**config.mk**
```make
export PLATFORM = sky130hd
export DESIGN_NAME = ifu_rd_arbiter
export DESIGN_NICKNAME = d
export VERILOG_FILES = /design/src/rtl/ifu_arb_pkg.sv /design/src/rtl/rd_outst_cnt.sv /design/src/rtl/ifu_rd_arbiter.sv
export SDC_FILE = /design/constraint.sdc
export NUM_CORES = 1
export LEC_CHECK = 0
export CAP_MARGIN = 15
export CELL_PAD_IN_SITES_DETAIL_PLACEMENT = 1
export CELL_PAD_IN_SITES_GLOBAL_PLACEMENT = 2
export CORE_UTILIZATION = 13
export CTS_CLUSTER_DIAMETER = 150
export DETAILED_ROUTE_END_ITERATION = 6
export PLACE_DENSITY = 0.78
export SLEW_MARGIN = 20
export SYNTH_ARGS = -nofsm -noshare
export SYNTH_HDL_FRONTEND = slang
export SYNTH_SLANG_ARGS = --single-unit
export TNS_END_PERCENT = 50
```
**constraint.sdc**
```tcl
create_clock -name clk -period 1.9 [get_ports clk]
set_input_delay 0.285 -clock clk [delete_from_list [all_inputs] [get_ports clk]]
set_output_delay 0.285 -clock clk [all_outputs]
set_load 0.03 [all_outputs]
```
**src/rtl/ifu_arb_pkg.sv**
```systemverilog
// Shared types and constants for the fetch/load AXI read-channel arbiter.
package ifu_arb_pkg;

    typedef enum logic {
        IDLE = 1'b0,
        HOLD = 1'b1
    } arb_state_e;

    typedef logic arb_src_t;

    // Source tag occupies the ARID/RID MSB: bit position is ID_WIDTH - TAG_MSB_OFS.
    localparam int unsigned TAG_MSB_OFS = 1;

endpackage : ifu_arb_pkg

```
**src/rtl/rd_outst_cnt.sv**
```systemverilog
// Saturating up/down outstanding-burst counter with full flag and underflow pulse.
module rd_outst_cnt #(
    parameter int unsigned MAX_OUTST = 4,
    parameter int unsigned CNT_W     = $clog2(MAX_OUTST + 1)
) (
    input  logic             clk,
    input  logic             rst,
    input  logic             inc,
    input  logic             dec,
    output logic [CNT_W-1:0] cnt,
    output logic             full_c,
    output logic             underflow_c
);

    assign full_c      = (cnt >= CNT_W'(MAX_OUTST));
    assign underflow_c = dec & (cnt == '0);

    // Simultaneous inc/dec cancel; both directions saturate.
    always_ff @(posedge clk or posedge rst) begin
        if (rst) begin
            cnt <= '0;
        end else begin
            case ({inc, dec})
                2'b10: if (!full_c)      cnt <= cnt + CNT_W'(1);
                2'b01: if (cnt != '0)    cnt <= cnt - CNT_W'(1);
                default: ;
            endcase
        end
    end

endmodule : rd_outst_cnt

```
**src/rtl/ifu_rd_arbiter.sv**
```systemverilog
// Round-robin AR arbiter between fetch (0) and load (1) with tag-based R routing
// and per-requester outstanding-burst credit tracking.
module ifu_rd_arbiter
    import ifu_arb_pkg::*;
#(
    parameter int unsigned ID_WIDTH   = 4,
    parameter int unsigned ADDR_WIDTH = 32,
    parameter int unsigned DATA_WIDTH = 64,
    parameter int unsigned MAX_OUTST  = 4
) (
    input  logic                  clk,
    input  logic                  rst,

    input  logic [ADDR_WIDTH-1:0] s0_araddr,
    input  logic [ID_WIDTH-1:0]   s0_arid,
    input  logic [7:0]            s0_arlen,
    input  logic [2:0]            s0_arsize,
    input  logic [1:0]            s0_arburst,
    input  logic                  s0_arvalid,
    output logic                  s0_arready,
    output logic [ID_WIDTH-1:0]   s0_rid,
    output logic [DATA_WIDTH-1:0] s0_rdata,
    output logic [1:0]            s0_rresp,
    output logic                  s0_rlast,
    output logic                  s0_rvalid,
    input  logic                  s0_rready,

    input  logic [ADDR_WIDTH-1:0] s1_araddr,
    input  logic [ID_WIDTH-1:0]   s1_arid,
    input  logic [7:0]            s1_arlen,
    input  logic [2:0]            s1_arsize,
    input  logic [1:0]            s1_arburst,
    input  logic                  s1_arvalid,
    output logic                  s1_arready,
    output logic [ID_WIDTH-1:0]   s1_rid,
    output logic [DATA_WIDTH-1:0] s1_rdata,
    output logic [1:0]            s1_rresp,
    output logic                  s1_rlast,
    output logic                  s1_rvalid,
    input  logic                  s1_rready,

    output logic [ADDR_WIDTH-1:0] m_araddr,
    output logic [ID_WIDTH-1:0]   m_arid,
    output logic [7:0]            m_arlen,
    output logic [2:0]            m_arsize,
    output logic [1:0]            m_arburst,
    output logic                  m_arvalid,
    input  logic                  m_arready,
    input  logic [ID_WIDTH-1:0]   m_rid,
    input  logic [DATA_WIDTH-1:0] m_rdata,
    input  logic [1:0]            m_rresp,
    input  logic                  m_rlast,
    input  logic                  m_rvalid,
    output logic                  m_rready,

    output logic                  idle_o,
    output logic                  err_o
);

    localparam int unsigned TAG_BIT = ID_WIDTH - TAG_MSB_OFS;
    localparam int unsigned CNT_W   = $clog2(MAX_OUTST + 1);

    arb_state_e       state, state_nxt;
    arb_src_t         prio_ptr, prio_nxt;
    arb_src_t         gnt, gnt_nxt;
    arb_src_t         src_pick;
    arb_src_t         r_sel;
    logic             ld;
    logic             arvalid_nxt;
    logic             inc0, inc1, dec0, dec1;
    logic             full0, full1, uf0, uf1;
    logic             elig0, elig1;
    logic [CNT_W-1:0] cnt0, cnt1;
    logic             unused_id_msb;

    // Requesters never drive the tag bit.
    assign unused_id_msb = s0_arid[TAG_BIT] ^ s1_arid[TAG_BIT];

    assign elig0 = s0_arvalid & ~full0;
    assign elig1 = s1_arvalid & ~full1;

    always_comb begin
        state_nxt   = state;
        prio_nxt    = prio_ptr;
        gnt_nxt     = gnt;
        arvalid_nxt = m_arvalid;
        src_pick    = (elig0 && elig1) ? prio_ptr : arb_src_t'(elig1);
        ld          = 1'b0;
        s0_arready  = 1'b0;
        s1_arready  = 1'b0;
        inc0        = 1'b0;
        inc1        = 1'b0;
        case (state)
            IDLE: begin
                if (elig0 || elig1) begin
                    s0_arready  = ~src_pick;
                    s1_arready  = src_pick;
                    ld          = 1'b1;
                    gnt_nxt     = src_pick;
                    arvalid_nxt = 1'b1;
                    state_nxt   = HOLD;
                end
            end
            HOLD: begin
                if (m_arready) begin
                    inc0        = ~gnt;
                    inc1        = gnt;
                    prio_nxt    = ~gnt;
                    arvalid_nxt = 1'b0;
                    state_nxt   = IDLE;
                end
            end
            default: state_nxt = IDLE;
        endcase
    end

    always_ff @(posedge clk or posedge rst) begin
        if (rst) begin
            state    <= IDLE;
            prio_ptr <= 1'b0;
            gnt      <= 1'b0;
        end else begin
            state    <= state_nxt;
            prio_ptr <= prio_nxt;
            gnt      <= gnt_nxt;
        end
    end

    // Payload only loads in IDLE, so it is frozen while m_arvalid is high.
    always_ff @(posedge clk or posedge rst) begin
        if (rst) begin
            m_araddr  <= '0;
            m_arid    <= '0;
            m_arlen   <= '0;
            m_arsize  <= '0;
            m_arburst <= '0;
            m_arvalid <= 1'b0;
        end else begin
            m_arvalid <= arvalid_nxt;
            if (ld) begin
                m_araddr  <= src_pick ? s1_araddr  : s0_araddr;
                m_arid    <= {src_pick, src_pick ? s1_arid[TAG_BIT-1:0] : s0_arid[TAG_BIT-1:0]};
                m_arlen   <= src_pick ? s1_arlen   : s0_arlen;
                m_arsize  <= src_pick ? s1_arsize  : s0_arsize;
                m_arburst <= src_pick ? s1_arburst : s0_arburst;
            end
        end
    end

    // R channel: zero-latency routing by the tag bit.
    assign r_sel     = m_rid[TAG_BIT];
    assign m_rready  = r_sel ? s1_rready : s0_rready;
    assign s0_rvalid = m_rvalid & ~r_sel;
    assign s1_rvalid = m_rvalid &  r_sel;
    assign s0_rid    = {1'b0, m_rid[TAG_BIT-1:0]};
    assign s1_rid    = {1'b0, m_rid[TAG_BIT-1:0]};
    assign s0_rdata  = m_rdata;
    assign s1_rdata  = m_rdata;
    assign s0_rresp  = m_rresp;
    assign s1_rresp  = m_rresp;
    assign s0_rlast  = m_rlast;
    assign s1_rlast  = m_rlast;

    assign dec0 = m_rvalid & m_rready & m_rlast & ~r_sel;
    assign dec1 = m_rvalid & m_rready & m_rlast &  r_sel;

    rd_outst_cnt #(.MAX_OUTST(MAX_OUTST), .CNT_W(CNT_W)) u_cnt0 (
        .clk(clk), .rst(rst), .inc(inc0), .dec(dec0),
        .cnt(cnt0), .full_c(full0), .underflow_c(uf0)
    );

    rd_outst_cnt #(.MAX_OUTST(MAX_OUTST), .CNT_W(CNT_W)) u_cnt1 (
        .clk(clk), .rst(rst), .inc(inc1), .dec(dec1),
        .cnt(cnt1), .full_c(full1), .underflow_c(uf1)
    );

    always_ff @(posedge clk or posedge rst) begin
        if (rst) err_o <= 1'b0;
        else     err_o <= err_o | uf0 | uf1;
    end

    assign idle_o = (cnt0 == '0) && (cnt1 == '0) && (state == IDLE) && !m_arvalid;

endmodule : ifu_rd_arbiter

```
==> metrics.txt, run 1 <==
Largest stage delay, worst path 0.53 ns; cell with the largest stage delay on the worst path sky130_fd_sc_hd__clkdlybuf4s50_1; row count 63; standby leakage power 2.415 nW; signal arrival time at the worst endpoint 1.66 ns; Initial DRC Count 96; Post-Syn Instances 494; Die Ht 177.3 µm; Area Overhead vs Synth 43.11%; unique cell type count in the Yosys netlist 38; cell accounting for the most synthesized area sky130_fd_sc_hd__dfrtp_1; crit-path max FO 4; fin crit share 1.023; most used flip-flop cell after synthesis sky130_fd_sc_hd__dfrtp_1; post-detailed-route wirelength per cell 13.86 µm; Cell Count, Final, Fillers Out 939; portion of synthesized cell area occupied by the leading cell type 0.3697; initial core utilization 0.1333; type of the tightest min-delay check in2async; critical path required time 1.62 ns; RR Endpoint u_cnt1.cnt[1]; die area 31,430 µm²; share of the yosys chip area belonging to registers 0.3697; register clock-pin slew on the reported worst setup and hold paths 0.06 ns; number of port buffers 164; diode count 0; combinational power share 0.526; async set-or-reset flop fraction in the synthesized netlist 1.000; count of state elements after synthesis 59; violated checks setup timing; number of global-route vias before repair 3,599; DRT antenna net count 0; cell-by-cell trace of the critical path clkdlybuf4s50_1 > or3b_4 > and2_4 > nor2_4 > buf_6; number of optimization iterations in the first detailed-route pass 4; Total GRT Usage 0.08447; Setup CP Type in2out; cell types with the largest area share after synthesis sky130_fd_sc_hd__dfrtp_1 37%, sky130_fd_sc_hd__buf_4 27%, sky130_fd_sc_hd__a21oi_1 12%; clock insertion delay at the later pin of the skew report 0.34 ns; number of antenna violations at the first check in global routing 0; logic depth of the worst register-to-register path 7; crit end category primary output; largest net degree at the start of global routing 32; first-pass GRT wire length 20,020 µm; Residual DRC 0; clock buffer count from CTS 9; Mean Syn Cell Area 8.085 µm²; internal reg-to-reg setup slack 0.14 ns; Critical R2R Launch state; Max Cap Viol 0; Clk Tree Root Cell sky130_fd_sc_hd__clkbuf_16; Avg Vias per Cell 3.543; net switching fraction of the power 0.4227; sink count of the clock tree 59; clock network fraction of total power 0.201; final worst-path setup slack -0.04369 ns; Cell Area, Synth 3994 µm²; cts hold-fix bufs 0; Inst Count DP 920; maximum ir drop on the vdd rail 0.0005368 V; peak clock frequency supported by timing 0.5145 GHz; number of enable-type register cells in the synthesized netlist 0; number of placed I/O pins 376; number of nets in the final layout 723; post-route clock skew 0.006434 ns; critical path launch point type input pin; final max-slew violation count 0; Power per Cell Area 1459 nW/µm²; maximum level of the CTS H-tree 3; cell internal pwr 4.813 mW; Total Wirelength 13,020 µm; Setup-failing EPs final 2; final hold violations 0; ratio of cells with drive above 1 in the final layout 0.1512; TritonCTS clock tree done; maximum clock path buffer count 2; final weighted congestion of routability-driven global placement 0.7436; detailed placement HPWL 9818 µm; RSZ-0062 raised after global routing true; clock period minus final worst setup slack 1.944 ns; outcome finished, violations left; DIE WIDTH 177.3 µm; setup_tns -0.05915 ns; Core Region 29,950 µm²; Sequential Power Share 0.273; net switching power 3.524 mW; via total after detailed routing 3,327; leftover overflow at the end of global routing 0; Syn. warnings 0
[state kept, by name, indices dropped and copies added, names as in the netlist, 2 cells and up]
name and flops:
m_arsize 3, m_araddr 32, m_arid 3, m_arlen 8
u_cnt0.cnt 3, u_cnt1.cnt 3, m_arburst 2
[cell usage in the layout (no fill, tap or decap), types with 2 or more instances in the layout]
| cell type | Yosys | final |
|---|---|---|
| sky130_fd_sc_hd__clkdlybuf4s50_1 | 0 | 150 |
| sky130_fd_sc_hd__a21oi_1 | 98 | 96 |
| sky130_fd_sc_hd__dfrtp_1 | 59 | 58 |
| sky130_fd_sc_hd__nor2_1 | 57 | 55 |
| sky130_fd_sc_hd__nand2_1 | 56 | 54 |
| sky130_fd_sc_hd__buf_4 | 143 | 36 |
| sky130_fd_sc_hd__clkbuf_16 | 0 | 9 |
| sky130_fd_sc_hd__buf_12 | 0 | 8 |
| sky130_fd_sc_hd__o21ai_0 | 6 | 6 |
| sky130_fd_sc_hd__nand3_1 | 7 | 6 |
| sky130_fd_sc_hd__dlymetal6s2s_1 | 0 | 5 |
| sky130_fd_sc_hd__a21oi_2 | 3 | 4 |
| sky130_fd_sc_hd__or3_4 | 0 | 3 |
| sky130_fd_sc_hd__or3_1 | 6 | 3 |
| sky130_fd_sc_hd__clkinvlp_4 | 0 | 3 |
| sky130_fd_sc_hd__buf_6 | 3 | 3 |
| sky130_fd_sc_hd__nor2b_1 | 2 | 2 |
| sky130_fd_sc_hd__nand2_2 | 0 | 2 |
| sky130_fd_sc_hd__o21a_1 | 2 | 2 |
| sky130_fd_sc_hd__xnor2_1 | 2 | 2 |
| sky130_fd_sc_hd__nand4b_1 | 2 | 2 |
| sky130_fd_sc_hd__mux2i_1 | 2 | 2 |
| sky130_fd_sc_hd__o22ai_1 | 2 | 2 |
| sky130_fd_sc_hd__ha_1 | 2 | 2 |
| sky130_fd_sc_hd__conb_1 | 1 | 2 |
| sky130_fd_sc_hd__dlygate4sd2_1 | 0 | 2 |
[cells in the mapped netlist, types with 2 or more instances]
library cell,number
sky130_fd_sc_hd__buf_4,143
sky130_fd_sc_hd__a21oi_1,98
sky130_fd_sc_hd__dfrtp_1,59
sky130_fd_sc_hd__nor2_1,57
sky130_fd_sc_hd__nand2_1,56
sky130_fd_sc_hd__clkbuf_1,15
sky130_fd_sc_hd__nand3_1,7
sky130_fd_sc_hd__o21ai_0,6
sky130_fd_sc_hd__or3_1,6
sky130_fd_sc_hd__buf_2,5
sky130_fd_sc_hd__a21oi_2,3
sky130_fd_sc_hd__buf_6,3
sky130_fd_sc_hd__a21o_1,2
sky130_fd_sc_hd__ha_1,2
sky130_fd_sc_hd__inv_1,2
sky130_fd_sc_hd__mux2i_1,2
sky130_fd_sc_hd__nand2b_1,2
sky130_fd_sc_hd__nand4b_1,2
sky130_fd_sc_hd__nor2b_1,2
sky130_fd_sc_hd__o21a_1,2
sky130_fd_sc_hd__o22ai_1,2
sky130_fd_sc_hd__xnor2_1,2
[stage by stage]
step / util / power (mW) / setup slack (ns) / hold slack, ns / instance area (µm²)
after floorplan: - / 5.147 / -0.04424 / 0.4140 / 4006
after global placement: 0.1781 / 6.646 / -0.4263 / 0.4660 / 5335
after detailed placement: 0.1781 / 6.701 / -0.4440 / 0.4723 / 5335
after CTS: 0.1887 / 8.531 / -0.1278 / 0.3504 / 5653
after global routing: 0.1908 / 8.990 / -0.1006 / 0.3900 / 5715
final: 0.1908 / 8.337 / -0.04369 / 0.3510 / 5715
[repair_timing]
action,4_1_cts,5_1_grt
buffers inserted,0,4
hold endpoints to repair,0,0
resized for setup,6,16
setup endpoints to repair,6,6
pin swaps,0,2
[layer usage]
metal | routed length (µm) | share of wire | GRT usage | vias to the layer above
li1 | - | - | - | 1583
met1 | 5575 | 0.43 | 0.09996 | 1569
met2 | 6095 | 0.47 | 0.1343 | 143
met3 | 1093 | 0.084 | 0.03501 | 32
met4 | 253 | 0.019 | 0.03419 | 0
met5 | 0 | 0 | 0 | -
[worst max-delay path: cells and delay by family]
family | cells | cell delay [ns]
buf+inv | 2 | 0.66
simple gates | 3 | 0.71
[layout make-up]
type	instances	area, µm²
repair buffers	204	2046
well taps	390	488.0
clock inverters	6	66.31
fillers	3534	24240
inverters	2	7.507
clock buffers	10	229.0
multi-input cells	268	1401
flip-flops and latches	59	1478
[worst max-delay path by stage]
stage | from | to | slack, ns
global placement | m_rlast | u_cnt0.cnt[1] | -0.43
floorplan | state | u_cnt0.cnt[1] | -0.04
detailed placement | m_rlast | u_cnt1.cnt[1] | -0.44
finish | s0_arvalid | s0_arready | -0.04
CTS | u_cnt1.cnt[2] | s0_arready | -0.13
global route | s0_arvalid | s0_arready | -0.10
[cells by family after synthesis]
logic type      share of synthesized area
flops                              0.3697
compound gates                     0.1519
fa+ha+maj                        0.006265
mux                              0.007832
buf+inv                            0.2995
simple gates                       0.1595
xor+xnor                         0.004387
other cells                     0.0009389
[power by group through the flow]
| stage | Clock (mW) | Combinational [mW] | Sequential [mW] |
|---|---|---|---|
| after floorplan | 0 | 1.89 | 3.26 |
| after global placement | 0 | 4.37 | 2.27 |
| final | 1.68 | 4.39 | 2.27 |
| after detailed placement | 0 | 4.42 | 2.28 |
| after global routing | 1.84 | 4.78 | 2.37 |
| after CTS | 1.79 | 4.46 | 2.28 |
No activity file was read; power rests on OpenSTA's default activity.
==> run 2: changes to the inputs <==
- CORE_MARGIN: default -> 2
- GPL_TIMING_DRIVEN: default -> 0
==> metrics.txt, run 2 (synthesized netlist as in run 1, its figures left out) <==
outcome finished, violations left; violated checks setup timing; Avg Vias per Cell 3.620 (+2.2%); register name with the most flops m_araddr; maximum level of the CTS H-tree 3 (unchanged); Post-Layout Inst Area 8143 µm² (+42%); maximum clock path buffer count 2 (unchanged); number of flip-flops in the largest register 32 (unchanged); signal arrival time at the worst endpoint 1.71 ns (+0.05 ns); leftover overflow at the end of global routing 0 (unchanged); number of optimization iterations in the first detailed-route pass 4 (unchanged); clock insertion delay at the later pin of the skew report 0.34 ns (about the same); number of port buffers 302 (+84%); Cell Count, Final, Fillers Out 1,223 (+30%); leading registers by flop count m_araddr (32), m_arlen (8); internal reg-to-reg setup slack 0.01 ns (-0.13 ns); final max-slew violation count 0 (unchanged); cts hold-fix bufs 0 (unchanged); Inst Count DP 1,194 (+30%); Power per Cell Area 1171 nW/µm² (-20%); final weighted congestion of routability-driven global placement 0.6906 (-7.1%); ratio of cells with drive above 1 in the final layout 0.2672 (+0.1160); type of the tightest min-delay check in2async; fin crit share 1.051 (+0.02815); Filler Cells Inserted 3,587 (+1.5%); number of placed I/O pins 376 (unchanged); DIE WIDTH 179.3 µm (+1.1%); Setup CP Type in2out; register clock-pin slew on the reported worst setup and hold paths 0.05 ns (about the same); first-pass GRT wire length 25,130 µm (+26%); Min Hold Slack 0.3033 ns (-0.04771 ns); final hold violations 0 (unchanged); Largest stage delay, worst path 0.48 ns (-0.05 ns); maximum ir drop on the vdd rail 0.0005113 V (-4.8%); crit end category primary output; number of antenna violations at the first check in global routing 0 (unchanged); TritonCTS clock tree done; detailed placement HPWL 14,350 µm (+46%); number of nets in the final layout 1,001 (+38%); sink count of the clock tree 59 (unchanged); post-detailed-route wirelength per cell 14.73 µm (+6.3%); die area 32,140 µm² (+2.3%); diode count 0 (unchanged); RSZ-0062 raised after global routing true; Total GRT Usage 0.1044 (+0.01997); final worst-path setup slack -0.09717 ns (-0.05348 ns); Area Overhead vs Synth 103.9%; critical path launch point type input pin; via total after detailed routing 4,427 (+33%); initial core utilization 0.1312 (-0.002083); clock buffer count from CTS 9 (unchanged); Critical R2R Launch gnt; commonest cells after routing, fill and taps aside 291 x sky130_fd_sc_hd__clkdlybuf4s50_1, 161 x sky130_fd_sc_hd__buf_4, 95 x sky130_fd_sc_hd__a21oi_1; RR Endpoint u_cnt0.cnt[1]; Placement Cell Area 7547 µm² (+41%); relative slew slack 0.5929; logic depth of the worst register-to-register path 7 (unchanged); standby leakage power 3.590 nW (+49%); Max Cap Viol 0 (unchanged); Total Wirelength 18,020 µm (+38%); Setup-failing EPs final 3 (+1); final standard cell utilization of the core 0.2676 (+0.07679); post-route clock skew 0.007809 ns (+0.001376 ns); Die Ht 179.3 µm (+1.1%); Core Region 30,430 µm² (+1.6%); slew at the pin closest to its max-slew limit 0.6106 ns; most common cell after layout, fill and taps aside sky130_fd_sc_hd__clkdlybuf4s50_1; Clk Tree Root Cell sky130_fd_sc_hd__clkbuf_16; crit-path max FO 2 (-2); peak clock frequency supported by timing 0.5007 GHz (-2.7%); row count 64 (+1.6%); critical path required time 1.62 ns (about the same); Initial DRC Count 70 (-27%); cell-by-cell trace of the critical path clkdlybuf4s50_1 > or3b_4 > and2_4 > clkbuf_16 > nor2_4 > buf_6; setup_tns -0.1556 ns (-0.09649 ns); Residual DRC 0 (unchanged); number of global-route vias before repair 4,491 (+25%); placement-stage worst setup slack -1.026 ns (-0.5823 ns); cell with the largest stage delay on the worst path sky130_fd_sc_hd__clkdlybuf4s50_1; overall power 9.535 mW (+14%); DRT antenna net count 0 (unchanged); clock period minus final worst setup slack 1.997 ns (+0.05348 ns); largest net degree at the start of global routing 33 (+3.1%)
[run 2: report_power, final]
group | internal, mW | switching (mW) | total (mW) | leakage [nW]
clock | 1.28 | 0.662 | 1.94 | 0.165
combinational | 2.34 | 2.94 | 5.28 | 2.77
sequential | 1.88 | 0.437 | 2.31 | 0.652
[run 2: timing repair]
item / 4_1_cts / 5_1_grt
endpoints found under the setup margin: 63 / 39
pin swaps: 6 / 6
gates resized for setup: 60 / 15
gates cloned: 0 / 0
setup buffers: 10 / 6
[run 2: worst max-delay path by stage]
stage	from	depth (start not counted)	to
after floorplan	state	8	u_cnt0.cnt[1]
after global placement	rst	2	m_araddr[13]
after detailed placement	s0_arvalid	7	s0_arready
after CTS	u_cnt0.cnt[2]	5	s0_arready
after global routing	u_cnt1.cnt[2]	5	s0_arready
final	s0_arvalid	6	s0_arready
[run 2: layout make-up]
class	count	area [µm²]	area share
repair buffers	319	3163	0.3884
flip-flops and latches	59	1481	0.1819
multi-input cells	268	1416	0.1739
plain buffers	163	1235	0.1517
well taps	396	495.5	0.06085
clock buffers	9	225.2	0.02766
clock inverters	7	116.4	0.01429
inverters	2	10.01	0.001229
[run 2: critical path: cells and delay by family]
kind	cells	cell delay, ns
buffers and inverters	3	0.76
AND/OR/NAND/NOR	3	0.66
[run 2: layer usage]
layer	wire, µm	vias up	share of wire	track usage
li1	-	2137	-	-
met1	7166	2075	0.40	0.1250
met2	9005	201	0.50	0.1774
met3	1578	14	0.088	0.03456
met4	265	0	0.015	0.03024
met5	0	-	0	0
==> run 3: changes to the inputs <==
- CORE_AREA: default -> 2 2 146 148
- CORE_MARGIN: 2 -> default
- CORE_UTILIZATION: 13 -> default
- DIE_AREA: default -> 0 0 148 150
- DONT_BUFFER_PORTS: default -> 1
- PLACE_DENSITY: 0.78 -> 0.59
==> metrics.txt, run 3 (synthesized netlist as in run 1, its figures left out) <==
DRT antenna net count 0 (unchanged); post-route clock skew 0.008818 ns (+0.001009 ns); final hold violations 0 (unchanged); Sequential cell area 1483 µm² (about the same); crit-path max FO 5 (+3); Inst Count DP 771 (-35%); largest net degree at the start of global routing 32 (-3.0%); setup_tns -0.06390 ns (+0.09173 ns); number of nets in the final layout 700 (-30%); Total GRT Usage 0.1156 (+0.01111); number of optimization iterations in the first detailed-route pass 4 (unchanged); leading registers by flop count m_araddr (32), m_arlen (8); total routed wire length on the met1 layer 5268 µm (-26%); relative slew slack 0.5965 (+0.003545); peak clock frequency supported by timing 0.5172 GHz (+3.3%); die area 22,200 µm² (-31%); uppermost layer routed met4; met2 WL post-DR 7154 µm (-21%); net switching fraction of the power 0.4919 (+0.06808); final max-slew violation count 0 (unchanged); clock buffer count from CTS 9 (unchanged); Residual DRC 0 (unchanged); Setup CP Type reg2out; Post-Layout Inst Area 4935 µm² (-39%); clock insertion delay at the later pin of the skew report 0.34 ns (about the same); clock network fraction of total power 0.206 (+0.002); violated checks setup timing; combinational power share 0.343 (-0.211); row count 53 (-17%); fin crit share 1.018 (-0.03352); Sequential Power Share 0.451 (+0.208); commonest cells after routing, fill and taps aside 158 x sky130_fd_sc_hd__buf_4, 95 x sky130_fd_sc_hd__a21oi_1, 55 x sky130_fd_sc_hd__nor2_1; Power per Cell Area 1550 nW/µm² (+32%); Max Cap Viol 0 (unchanged); final weighted congestion of routability-driven global placement 0.7170 (+3.8%); Clk Tree Root Cell sky130_fd_sc_hd__clkbuf_16; Filler Cells Inserted 2,477 (-31%); cell internal pwr 3.887 mW (-29%); multi-input logic area 1431 µm² (+1.1%); sink count of the clock tree 59 (unchanged); first-pass GRT wire length 19,390 µm (-23%); type of the tightest min-delay check in2reg; initial core utilization 0.1930 (+0.06178); Setup-failing EPs final 2 (-1); number of flip-flops in the largest register 32 (unchanged); detailed placement HPWL 10,560 µm (-26%); Die Ht 150 µm (-16%); buffers plus inverters on the worst setup path 0 (-3); cell with the largest stage delay on the worst path sky130_fd_sc_hd__nor4_4; number of antenna violations at the first check in global routing 0 (unchanged); ratio of cells with drive above 1 in the final layout 0.4068 (+0.1396); maximum ir drop on the vdd rail 0.0006695 V (+31%); register name with the most flops m_araddr; Initial DRC Count 63 (-10%); critical path required time 1.62 ns (about the same); critical path launch point type register; post-detailed-route wirelength per cell 17.29 µm (+17%); clock period minus final worst setup slack 1.933 ns (-0.06368 ns); Largest stage delay, worst path 0.47 ns (about the same); DIE WIDTH 148 µm (-17%); RSZ-0062 raised after global routing true; maximum clock path buffer count 2 (unchanged); cell-by-cell trace of the critical path or3_4 > nor4_4; placement-stage worst setup slack -0.3334 ns (+0.6928 ns); Cell Count, Final, Fillers Out 801 (-35%); Placement Cell Area 4373 µm² (-42%); DR WL met3 1182 µm (-25%); most common cell after layout, fill and taps aside sky130_fd_sc_hd__buf_4; Area Overhead vs Synth 23.56%; standby leakage power 2.351 nW (-35%); via total after detailed routing 3,373 (-24%); net switching power 3.763 mW (-6.9%); diode count 0 (unchanged); crit end category primary output; number of global-route vias before repair 3,439 (-23%); TritonCTS clock tree done; slew at the pin closest to its max-slew limit 0.6040 ns (-0.006561 ns); Avg Vias per Cell 4.211 (+16%); leftover overflow at the end of global routing 0 (unchanged); register clock-pin slew on the reported worst setup and hold paths 0.06 ns (about the same); number of port buffers 0 (-100%); maximum level of the CTS H-tree 3 (unchanged); Total Wirelength 13,850 µm (-23%); Core Region 20,690 µm² (-32%); signal arrival time at the worst endpoint 1.65 ns (-0.06 ns); final standard cell utilization of the core 0.2385 (-0.02909); outcome finished, violations left; number of placed I/O pins 376 (unchanged); top cell family by delay on the critical path simple AND/OR/NAND/NOR gates; final worst-path setup slack -0.03349 ns (+0.06368 ns)
[run 3: changes by cell type in the layout (fill, tap and decap cells not counted), sizes merged]
| cell | before | now |
|---|---|---|
| buf | 170 | 166 |
| bufinv | 3 | 0 |
| clkinv | 3 | 2 |
| clkbuf | 23 | 26 |
| dlygate4sd2 | 5 | 0 |
| dlygate4sd3 | 0 | 1 |
| clkinvlp | 1 | 2 |
| clkdlybuf4s50 | 291 | 0 |
| dlymetal6s2s | 2 | 0 |
[run 3: power groups by stage]
stage	clock (mW)	sequential [mW]	combinational, mW
2_1_floorplan	0	3.26	1.89
3_3_place_gp	0	3.46	2.27
3_5_place_dp	0	3.46	2.35
4_1_cts	1.66	3.46	2.58
5_1_grt	1.71	3.55	2.95
6_report	1.58	3.45	2.62
[run 3: final timing paths]
| path | startpoint | end | slack [ns] | cells after the start |
|---|---|---|---|---|
| setup reg to reg | gnt | u_cnt0.cnt[1] | 0.05 | 7 |
| hold reg to reg | prio_ptr | prio_ptr | 0.49 | 2 |
| hold / removal | s0_araddr[27] | m_araddr[27] | 0.07 | 2 |
| max in group asynchronous | rst | u_cnt0.cnt[2] | 0.92 | 3 |
| setup / recovery | u_cnt1.cnt[2] | idle_o | -0.03 | 2 |
| min in group asynchronous | rst | m_araddr[27] | 0.43 | 2 |
[run 3: final cells by class]
| cell class | count | share of cell area |
|---|---|---|
| Inverter | 2 | 0.002028 |
| Sequential cell | 59 | 0.3005 |
| Buffer | 164 | 0.2510 |
| Multi-Input combinational cell | 268 | 0.2901 |
| Tap cell | 275 | 0.06973 |
| Timing Repair Buffer | 17 | 0.02967 |
| Clock inverter | 4 | 0.005071 |
| Clock buffer | 12 | 0.05198 |
[run 3: timing repair]
action	in CTS	in global routing
gates resized for setup	33	11
setup buffers	9	6
setup endpoints to repair	54	22
hold endpoints to repair	30	0
hold buffers	1	0
pin swaps	7	4
[run 3: metal layers]
| metal | global-route usage | vias to the layer above |
|---|---|---|
| li1 | - | 1536 |
| met1 | 0.1332 | 1637 |
| met2 | 0.1984 | 184 |
| met3 | 0.04055 | 16 |
| met4 | 0.04143 | 0 |
| met5 | 0 | - |
[run 3: per-stage QoR]
step           total power, mW  hold WS [ns]
6_report                 7.649       0.07027
5_1_grt                  8.203       0.05233
4_1_cts                  7.705       0.04997
3_5_place_dp             5.812        0.2028
3_3_place_gp             5.723        0.4184
2_1_floorplan            5.147        0.4140
